## src/rtl/conclover_peak_detector.sv

```systemverilog
// Per-run peak/threshold tracker for the conclover correlator stream, Avalon-MM readable, IRQ at end of run.
// Results visible one cycle after the sample; readdata is combinational; the sample input is never backpressured.
module conclover_peak_detector #(
    parameter int DATA_W = 25,
    parameter int IDX_W  = 16
) (
    input  logic              csi_clk,
    input  logic              rsi_reset_n,
    input  logic              avs_s0_write,
    input  logic              avs_s0_read,
    input  logic [4:0]        avs_s0_address,
    input  logic [31:0]       avs_s0_writedata,
    output logic [31:0]       avs_s0_readdata,
    input  logic              in_valid,
    input  logic [DATA_W-1:0] in_data,
    input  logic              in_last,
    output logic              ins_irq_irq
);

    localparam logic [4:0] ADDR_CTRL     = 5'd0;
    localparam logic [4:0] ADDR_THRESH   = 5'd1;
    localparam logic [4:0] ADDR_STATUS   = 5'd2;
    localparam logic [4:0] ADDR_PEAK_VAL = 5'd3;
    localparam logic [4:0] ADDR_PEAK_IDX = 5'd4;
    localparam logic [4:0] ADDR_COUNT    = 5'd5;
    localparam logic [4:0] ADDR_HIT_IDX  = 5'd6;

    typedef enum logic [1:0] {
        S_IDLE = 2'd0,
        S_RUN  = 2'd1,
        S_DONE = 2'd2
    } state_t;

    state_t              r_state;
    state_t              w_state_nxt;

    logic                r_enable;
    logic                r_abs_mode;
    logic                r_irq_en;
    logic [DATA_W-1:0]   r_thresh;
    logic                r_hit;
    logic [DATA_W-1:0]   r_peak_val;
    logic [IDX_W-1:0]    r_peak_idx;
    logic [IDX_W-1:0]    r_count;
    logic [IDX_W-1:0]    r_hit_idx;
    logic                r_irq;

    logic                w_ctrl_wr;
    logic                w_status_wr;
    logic                w_start;
    logic                w_clear;
    logic                w_abort;
    logic                w_done_clr;
    logic                w_hit_clr;
    logic                w_sample;
    logic                w_done;
    logic                w_busy;
    logic [DATA_W-1:0]   w_abs_in;
    logic [DATA_W-1:0]   w_abs_peak;
    logic                w_gt;
    logic                w_load;
    logic                w_cross;
    logic                w_cnt_max;
    logic                w_unused;

    assign w_ctrl_wr   = avs_s0_write && (avs_s0_address == ADDR_CTRL);
    assign w_status_wr = avs_s0_write && (avs_s0_address == ADDR_STATUS);

    // A write with enable=1 only starts a run from IDLE or DONE; inside RUN it is not a restart.
    assign w_start    = w_ctrl_wr && avs_s0_writedata[0] && (r_state != S_RUN);
    assign w_clear    = w_ctrl_wr && avs_s0_writedata[3];
    assign w_abort    = w_ctrl_wr && !avs_s0_writedata[0] && (r_state == S_RUN);
    assign w_done_clr = w_status_wr && avs_s0_writedata[0];
    assign w_hit_clr  = w_status_wr && avs_s0_writedata[1];

    // Clear and abort both take priority over a sample landing in the same cycle.
    assign w_sample = (r_state == S_RUN) && in_valid && !w_clear && !w_abort;

    assign w_done = (r_state == S_DONE);
    assign w_busy = (r_state == S_RUN);

    // Two's-complement negate in DATA_W bits maps -2^(DATA_W-1) to 2^(DATA_W-1) as an unsigned value.
    assign w_abs_in   = in_data[DATA_W-1]    ? (~in_data + 1'b1)    : in_data;
    assign w_abs_peak = r_peak_val[DATA_W-1] ? (~r_peak_val + 1'b1) : r_peak_val;

    assign w_gt      = r_abs_mode ? (w_abs_in > w_abs_peak)
                                  : ($signed(in_data) > $signed(r_peak_val));
    assign w_load    = (r_count == '0) || w_gt;
    assign w_cross   = !r_hit && (w_abs_in >= r_thresh);
    assign w_cnt_max = (r_count == {IDX_W{1'b1}});

    assign w_unused = ^{avs_s0_writedata[31:DATA_W]};

    always_ff @(posedge csi_clk) begin
        if (!rsi_reset_n) begin
            r_state <= S_IDLE;
        end else begin
            r_state <= w_state_nxt;
        end
    end

    always_comb begin
        w_state_nxt = r_state;
        case (r_state)
            S_IDLE: begin
                if (w_start) begin
                    w_state_nxt = S_RUN;
                end
            end
            S_RUN: begin
                if (w_abort) begin
                    w_state_nxt = S_IDLE;
                end else if (w_sample && in_last) begin
                    w_state_nxt = S_DONE;
                end
            end
            S_DONE: begin
                if (w_start) begin
                    w_state_nxt = S_RUN;
                end else if (w_clear || w_done_clr) begin
                    w_state_nxt = S_IDLE;
                end
            end
            default: begin
                w_state_nxt = S_IDLE;
            end
        endcase
    end

    always_ff @(posedge csi_clk) begin
        if (!rsi_reset_n) begin
            r_enable   <= 1'b0;
            r_abs_mode <= 1'b0;
            r_irq_en   <= 1'b0;
            r_thresh   <= '0;
        end else begin
            if (w_ctrl_wr) begin
                r_enable   <= avs_s0_writedata[0];
                r_abs_mode <= avs_s0_writedata[1];
                r_irq_en   <= avs_s0_writedata[2];
            end
            if (avs_s0_write && (avs_s0_address == ADDR_THRESH)) begin
                r_thresh <= avs_s0_writedata[DATA_W-1:0];
            end
        end
    end

    always_ff @(posedge csi_clk) begin
        if (!rsi_reset_n) begin
            r_hit      <= 1'b0;
            r_peak_val <= '0;
            r_peak_idx <= '0;
            r_count    <= '0;
            r_hit_idx  <= '0;
        end else if (w_start || w_clear) begin
            r_hit      <= 1'b0;
            r_peak_val <= '0;
            r_peak_idx <= '0;
            r_count    <= '0;
            r_hit_idx  <= '0;
        end else begin
            if (w_hit_clr) begin
                r_hit <= 1'b0;
            end
            if (w_sample) begin
                if (w_load) begin
                    r_peak_val <= in_data;
                    r_peak_idx <= r_count;
                end
                if (w_cross) begin
                    r_hit     <= 1'b1;
                    r_hit_idx <= r_count;
                end
                if (!w_cnt_max) begin
                    r_count <= r_count + 1'b1;
                end
            end
        end
    end

    always_ff @(posedge csi_clk) begin
        if (!rsi_reset_n) begin
            r_irq <= 1'b0;
        end else begin
            r_irq <= w_done && r_irq_en;
        end
    end

    assign ins_irq_irq = r_irq;

    always_comb begin
        avs_s0_readdata = '0;
        if (avs_s0_read) begin
            case (avs_s0_address)
                ADDR_CTRL:     avs_s0_readdata = {29'd0, r_irq_en, r_abs_mode, r_enable};
                ADDR_THRESH:   avs_s0_readdata = {{(32-DATA_W){1'b0}}, r_thresh};
                ADDR_STATUS:   avs_s0_readdata = {29'd0, w_busy, r_hit, w_done};
                ADDR_PEAK_VAL: avs_s0_readdata = {{(32-DATA_W){r_peak_val[DATA_W-1]}}, r_peak_val};
                ADDR_PEAK_IDX: avs_s0_readdata = {{(32-IDX_W){1'b0}}, r_peak_idx};
                ADDR_COUNT:    avs_s0_readdata = {{(32-IDX_W){1'b0}}, r_count};
                ADDR_HIT_IDX:  avs_s0_readdata = {{(32-IDX_W){1'b0}}, r_hit_idx};
                default:       avs_s0_readdata = '0;
            endcase
        end
    end

endmodule

```

## config.mk

```make
export PLATFORM = sky130hd
export DESIGN_NAME = conclover_peak_detector
export DESIGN_NICKNAME = d
export VERILOG_FILES = /design/src/rtl/conclover_peak_detector.sv
export SDC_FILE = /design/constraint.sdc
export NUM_CORES = 1
export LEC_CHECK = 0
export CAP_MARGIN = 20
export CORE_UTILIZATION = 46
export CTS_CLUSTER_DIAMETER = 50
export DETAILED_ROUTE_END_ITERATION = 6
export PLACE_DENSITY_LB_ADDON = 0.25
export SETUP_SLACK_MARGIN = 0.15
export SYNTH_ARGS = -nofsm -noshare
export SYNTH_HDL_FRONTEND = slang
export SYNTH_SLANG_ARGS = --single-unit
```

## constraint.sdc

```tcl
create_clock -name csi_clk -period 4.7 [get_ports csi_clk]
set_clock_uncertainty 0.05 [all_clocks]
set_input_delay 0.47 -clock csi_clk [delete_from_list [all_inputs] [get_ports csi_clk]]
set_output_delay 0.47 -clock csi_clk [all_outputs]
set_load 0.03 [all_outputs]
```

* Word-level counts from Yosys, hierarchy flattened
Index checks and enable logic that the tools add are counted.
** Word-level totals
- Flip-flop bits (word level) :: 105
- Bits of input ports :: 68
- Output and inout port bits :: 33
- Logic and storage cells :: 79
** Cells by class
- $add $sub $neg :: 3
- $lt $le $gt $ge :: 3
- Equality and inequality tests :: 13
- Mux-type cells :: 14
- Bitwise operators :: 4
- Reduce and logical (&&, ||, !) cells :: 31
** Operators by type and width (count)
- 32-bit case mux with 7 select lines :: 1
- 25-bit by 1-bit adder with 25-bit output, second input constant :: 2
- 25-bit greater-than comparator :: 2
- 25-bit 2-to-1 mux :: 2
- 25-bit inverter :: 2
- 32-bit 2-to-1 mux :: 1
- 25-bit >= comparator :: 1
- 16-bit by 1-bit adder with 16-bit output, second input constant :: 1
- 16-bit equality test, second input constant :: 1
- 1-bit logical AND :: 16
- 16-bit logical NOT :: 1
- 5-bit by 3-bit equality test with 1-bit output, second input constant :: 3
- 5-bit by 2-bit equality test with 1-bit output, second input constant :: 2
- 2-bit 2-to-1 mux :: 5
- 3-bit by 2-bit != test with 1-bit output, second input constant :: 2
- 2-bit case mux with 3 select lines :: 1
- 2-bit AND reduction :: 3
- 5-bit by 1-bit equality test with 1-bit output, second input constant :: 1
- 5-bit logical NOT :: 1
- 1-bit logical NOT :: 4
- 1-bit 2-to-1 mux :: 4
- 1-bit logical OR :: 3
- 3-bit AND reduction :: 1
- 2-bit by 1-bit equality test with 1-bit output, second input constant :: 1
- other kinds (6) :: 7

* Depth between registers and ports, before layout
- Word-level depth :: 10
- Mapped depth :: 17
- Depth with buffers taken out :: 15

* Worst setup path before layout
No wires, ideal clock.
- Kind :: input to register
- Start :: input in_data[2]
- End :: register r_hit_idx[0]
- Setup time :: 0.119 ns
- Arrival time :: 3.850 ns
- Required time :: 4.531 ns
- Slack :: 0.681 ns
- Stages on the path :: 16
- Path buffers :: 2
- Cell sequence :: or4_4 -> nor4_4 -> nand2_1 -> o41ai_1 -> xnor2_1 -> ha_1 -> nand4_1 -> o21ai_0 -> a21oi_1 -> or3_1 -> a2111oi_0 -> nor3_1 -> a2bb2oi_1 -> buf_6 -> buf_6 -> mux2i_1
** Between the ends
- Word-level cells in the longest chain between the ends :: 6
** RTL lines
- start: declaration :: line 15 : input logic [DATA_W-1:0] in_data,
- 25-bit inverter :: line 83 : assign w_abs_in = in_data[DATA_W-1] ? (~in_data + 1'b1) : in_data;
- 25-bit by 1-bit adder with 25-bit output :: line 83
- 25-bit 2-to-1 mux (*) :: line 83
- 25-bit >= comparator (*) :: line 89 : assign w_cross = !r_hit && (w_abs_in >= r_thresh);
- 1-bit logical AND (*) :: line 89
- 2-bit AND reduction (no line) (*)
- end signal: assignment :: line 172 : r_hit_idx <= r_count;
- end: declaration :: line 45 : logic [IDX_W-1:0] r_hit_idx;
Every way passes the cells marked *; elsewhere a longest branch is shown, timed or not.
A chain may end at the register's enable or synchronous reset.

* Worst setup path in the final report
Ends and elaborated chain as after synthesis.

==> run metrics <==
Worst Path Arrival=4.57 ns; YS warnings=0; # resized after CTS=0; CP max-delay cell=or4_4; Mapped Nets=1122; leading area contributor after synthesis=dfxtp_1; IO Pins=101; CTS tree=yes; fin crit period=4.37 ns; peak supply drop=183 uV; crit share post-route=93.0%; CP Launch Type=input port; Std-Cell Core Area=16800 sq um; DRC Markers=0; Syn Inst Count=980; DR iter-0 viols=817; Setup TNS=0 ns; Routed WL=24100 microns; post-route ant nets=0; Syn-to-layout area delta=20.1%; run status=completed; Hold Crit Class=reg -> reg; post-synth cell types=71; Sink Count=105; final cell count without fillers=1299; # Max-Cap Violations=0; FP Rows=47; Antenna Cells=0; proportion of layout cells with a drive suffix above 1=7.88%; Worst path max stage delay=0.57 ns; PortBufs=93; Buffers & Inverters on Critical Path=2; die area=17800 sq um; Final Core Density=57.0%; dominant cells by area after synthesis=dfxtp_1, ha_1, nand2_1; register area share after synthesis=26.4%; Max Clock Freq=0.229 GHz; critical path class=in -> reg; die height=134 microns; DR WL/cell=18.6 microns; clock slew at reported path FFs=0.08 ns; PwrDens=209 nW/um^2; count leader, synth=nand2_1; All-Layer GR Usage=27.5%; Worst EP required=4.90 ns; Mapped Area=7960 sq um; EDFF count, synth=0; largest net degree at the start of global routing=99; Final setup viols=0; ys flop type=dfxtp_1; nets=1216; setup repair bufs after CTS=0; via count of the first global-routing pass=7259; HPWL after DPL=18200 microns; initial antenna violation count=0; CP max FO=17; total global routing overflow=0; fillers=1610; global-route wire length before repair=38400 microns; final total power=0.00200 W; TritonRoute pass-1 iters=6; Leakage=3.44 nW; clk_lat worst skew=0.36 ns; Via-to-Cell Ratio=5.93; synthesis-stage register bit count=105; crit-path leading delay family=simple AND/OR/NAND/NOR gates; DP Cell Count=1283; syn_area_per_cell=8.12 sq um; clock root buffer=clkbuf_16; GP Congestion=0.919; Max clock buf depth=2; Rel. slew slack=28.4%; cell area after layout=9550 sq um; RSZ-0062 raised after global routing=false; Post-synth ARST share=0%; area share of the largest cell type after synthesis=26.4%; crit-path cells=clkdlybuf4s50_1, or4_4, nor4_4, nand2_1, o41ai_1, xnor2_1, ha_1, nand4_1, o21ai_0, a21oi_1, or3_1, a2111oi_0, nor3_1, a2bb2oi_2, buf_12, mux2i_1; Critical Path End Type=flop; die width=134 microns; dpl cell area=9260 sq um; # H-tree levels=3; via count=7698; Worst Tran Pin Value=1.07 ns; CTS Buf Count=9; max-slew violations=0; commonest cells in the netlist=nand2_1, dfxtp_1, ha_1, inv_1, mux2i_1; Initial Utilization=47.5%; Hold-fix buffers, CTS=0; final hold violation count=0
-- layout make-up --
cell class              count  area, sq um  share of cell area, %
well taps                 220          275                   2.88
repair buffers            137         1300                   13.6
flip-flops and latches    105         2100                   22.0
clock inverters             5         51.3                  0.537
inverters                  65          244                   2.55
multi-input cells         756         5340                   55.9
clock buffers              11          243                   2.54
-- where the power goes --
group,internal (W),total (W),switching [W]
Combinational,0.000158,0.000339,0.000181
Sequential,0.000891,0.000894,0.00000284
Clock,0.000384,0.000765,0.000381
-- cells in the final DEF (no fill, tap or decap), types with 7 or more instances in the layout --
cell / n
nand2_1: 184
dfxtp_1: 105
clkdlybuf4s50_1: 93
ha_1: 74
inv_1: 64
mux2i_1: 62
a21oi_1: 46
xnor2_1: 44
buf_4: 41
o21ai_0: 33
nor2_1: 32
a21boi_0: 25
nand4_1: 21
a21o_1: 20
a22oi_1: 18
nor3_1: 15
nand3_1: 15
o31ai_1: 14
nor2b_1: 14
a222oi_1: 13
nor4_1: 10
a22o_1: 9
or3_1: 9
clkbuf_16: 9
nand2b_1: 7
-- stage by stage --
step | setup WS (ns) | hold slack (ns)
global placement | 0.111 | 0.393
finish | 0.330 | 0.412
detailed placement | 0.0431 | 0.396
CTS | 0.331 | 0.409
floorplan | 0.681 | 0.384
global route | 0.167 | 0.432
-- final timing paths --
kind | cells after the start | end | slack [ns] | startpoint
setup / recovery | 16 | r_hit_idx[0]$_SDFFE_PP0P_ | 0.33 | in_data[2]
hold / removal | 2 | r_peak_idx[5]$_SDFFE_PP0P_ | 0.41 | r_peak_idx[5]$_SDFFE_PP0P_
setup reg to reg | 16 | r_peak_idx[0]$_SDFFE_PP0P_ | 0.52 | r_peak_val[5]$_SDFFE_PP0P_
hold reg to reg | 2 | r_peak_idx[5]$_SDFFE_PP0P_ | 0.41 | r_peak_idx[5]$_SDFFE_PP0P_
-- metal layers --
| layer | GRT usage, % | vias to the layer above | routed length, microns |
|---|---|---|---|
| met5 | 0 | - | 0 |
| met4 | 7.39 | 0 | 591 |
| met3 | 4.03 | 40 | 1590 |
| met2 | 46.5 | 299 | 11300 |
| met1 | 36.4 | 3657 | 10600 |
| li1 | - | 3702 | - |
-- worst min-delay path: stages, from the launching register on --
cell     delay, ns
dfxtp_1       0.32
nand2_1       0.05
mux2i_1       0.05
-- sequential cells by signal, indices dropped and copies added, names as in the netlist --
| signal | flops |
|---|---|
| r_hit_idx | 16 |
| r_count | 16 |
| r_peak_idx | 16 |
| r_enable | 1 |
| r_state | 2 |
| r_irq_en | 1 |
| ins_irq_irq | 1 |
| r_abs_mode | 1 |
| r_hit | 1 |
| r_peak_val | 25 |
| r_thresh | 25 |
-- kinds of logic after synthesis --
kind of cell / after synthesis / share of synthesized area, %
and+or+nand+nor: 342 / 21.4
AOI/OAI and AO/OA: 226 / 20.2
buffers and inverters: 119 / 6.67
DFF: 105 / 26.4
adders and majority gates: 75 / 11.8
muxes: 63 / 7.94
xor gates and xnor gates: 50 / 5.60
No activity file was read; power rests on OpenSTA's default activity.
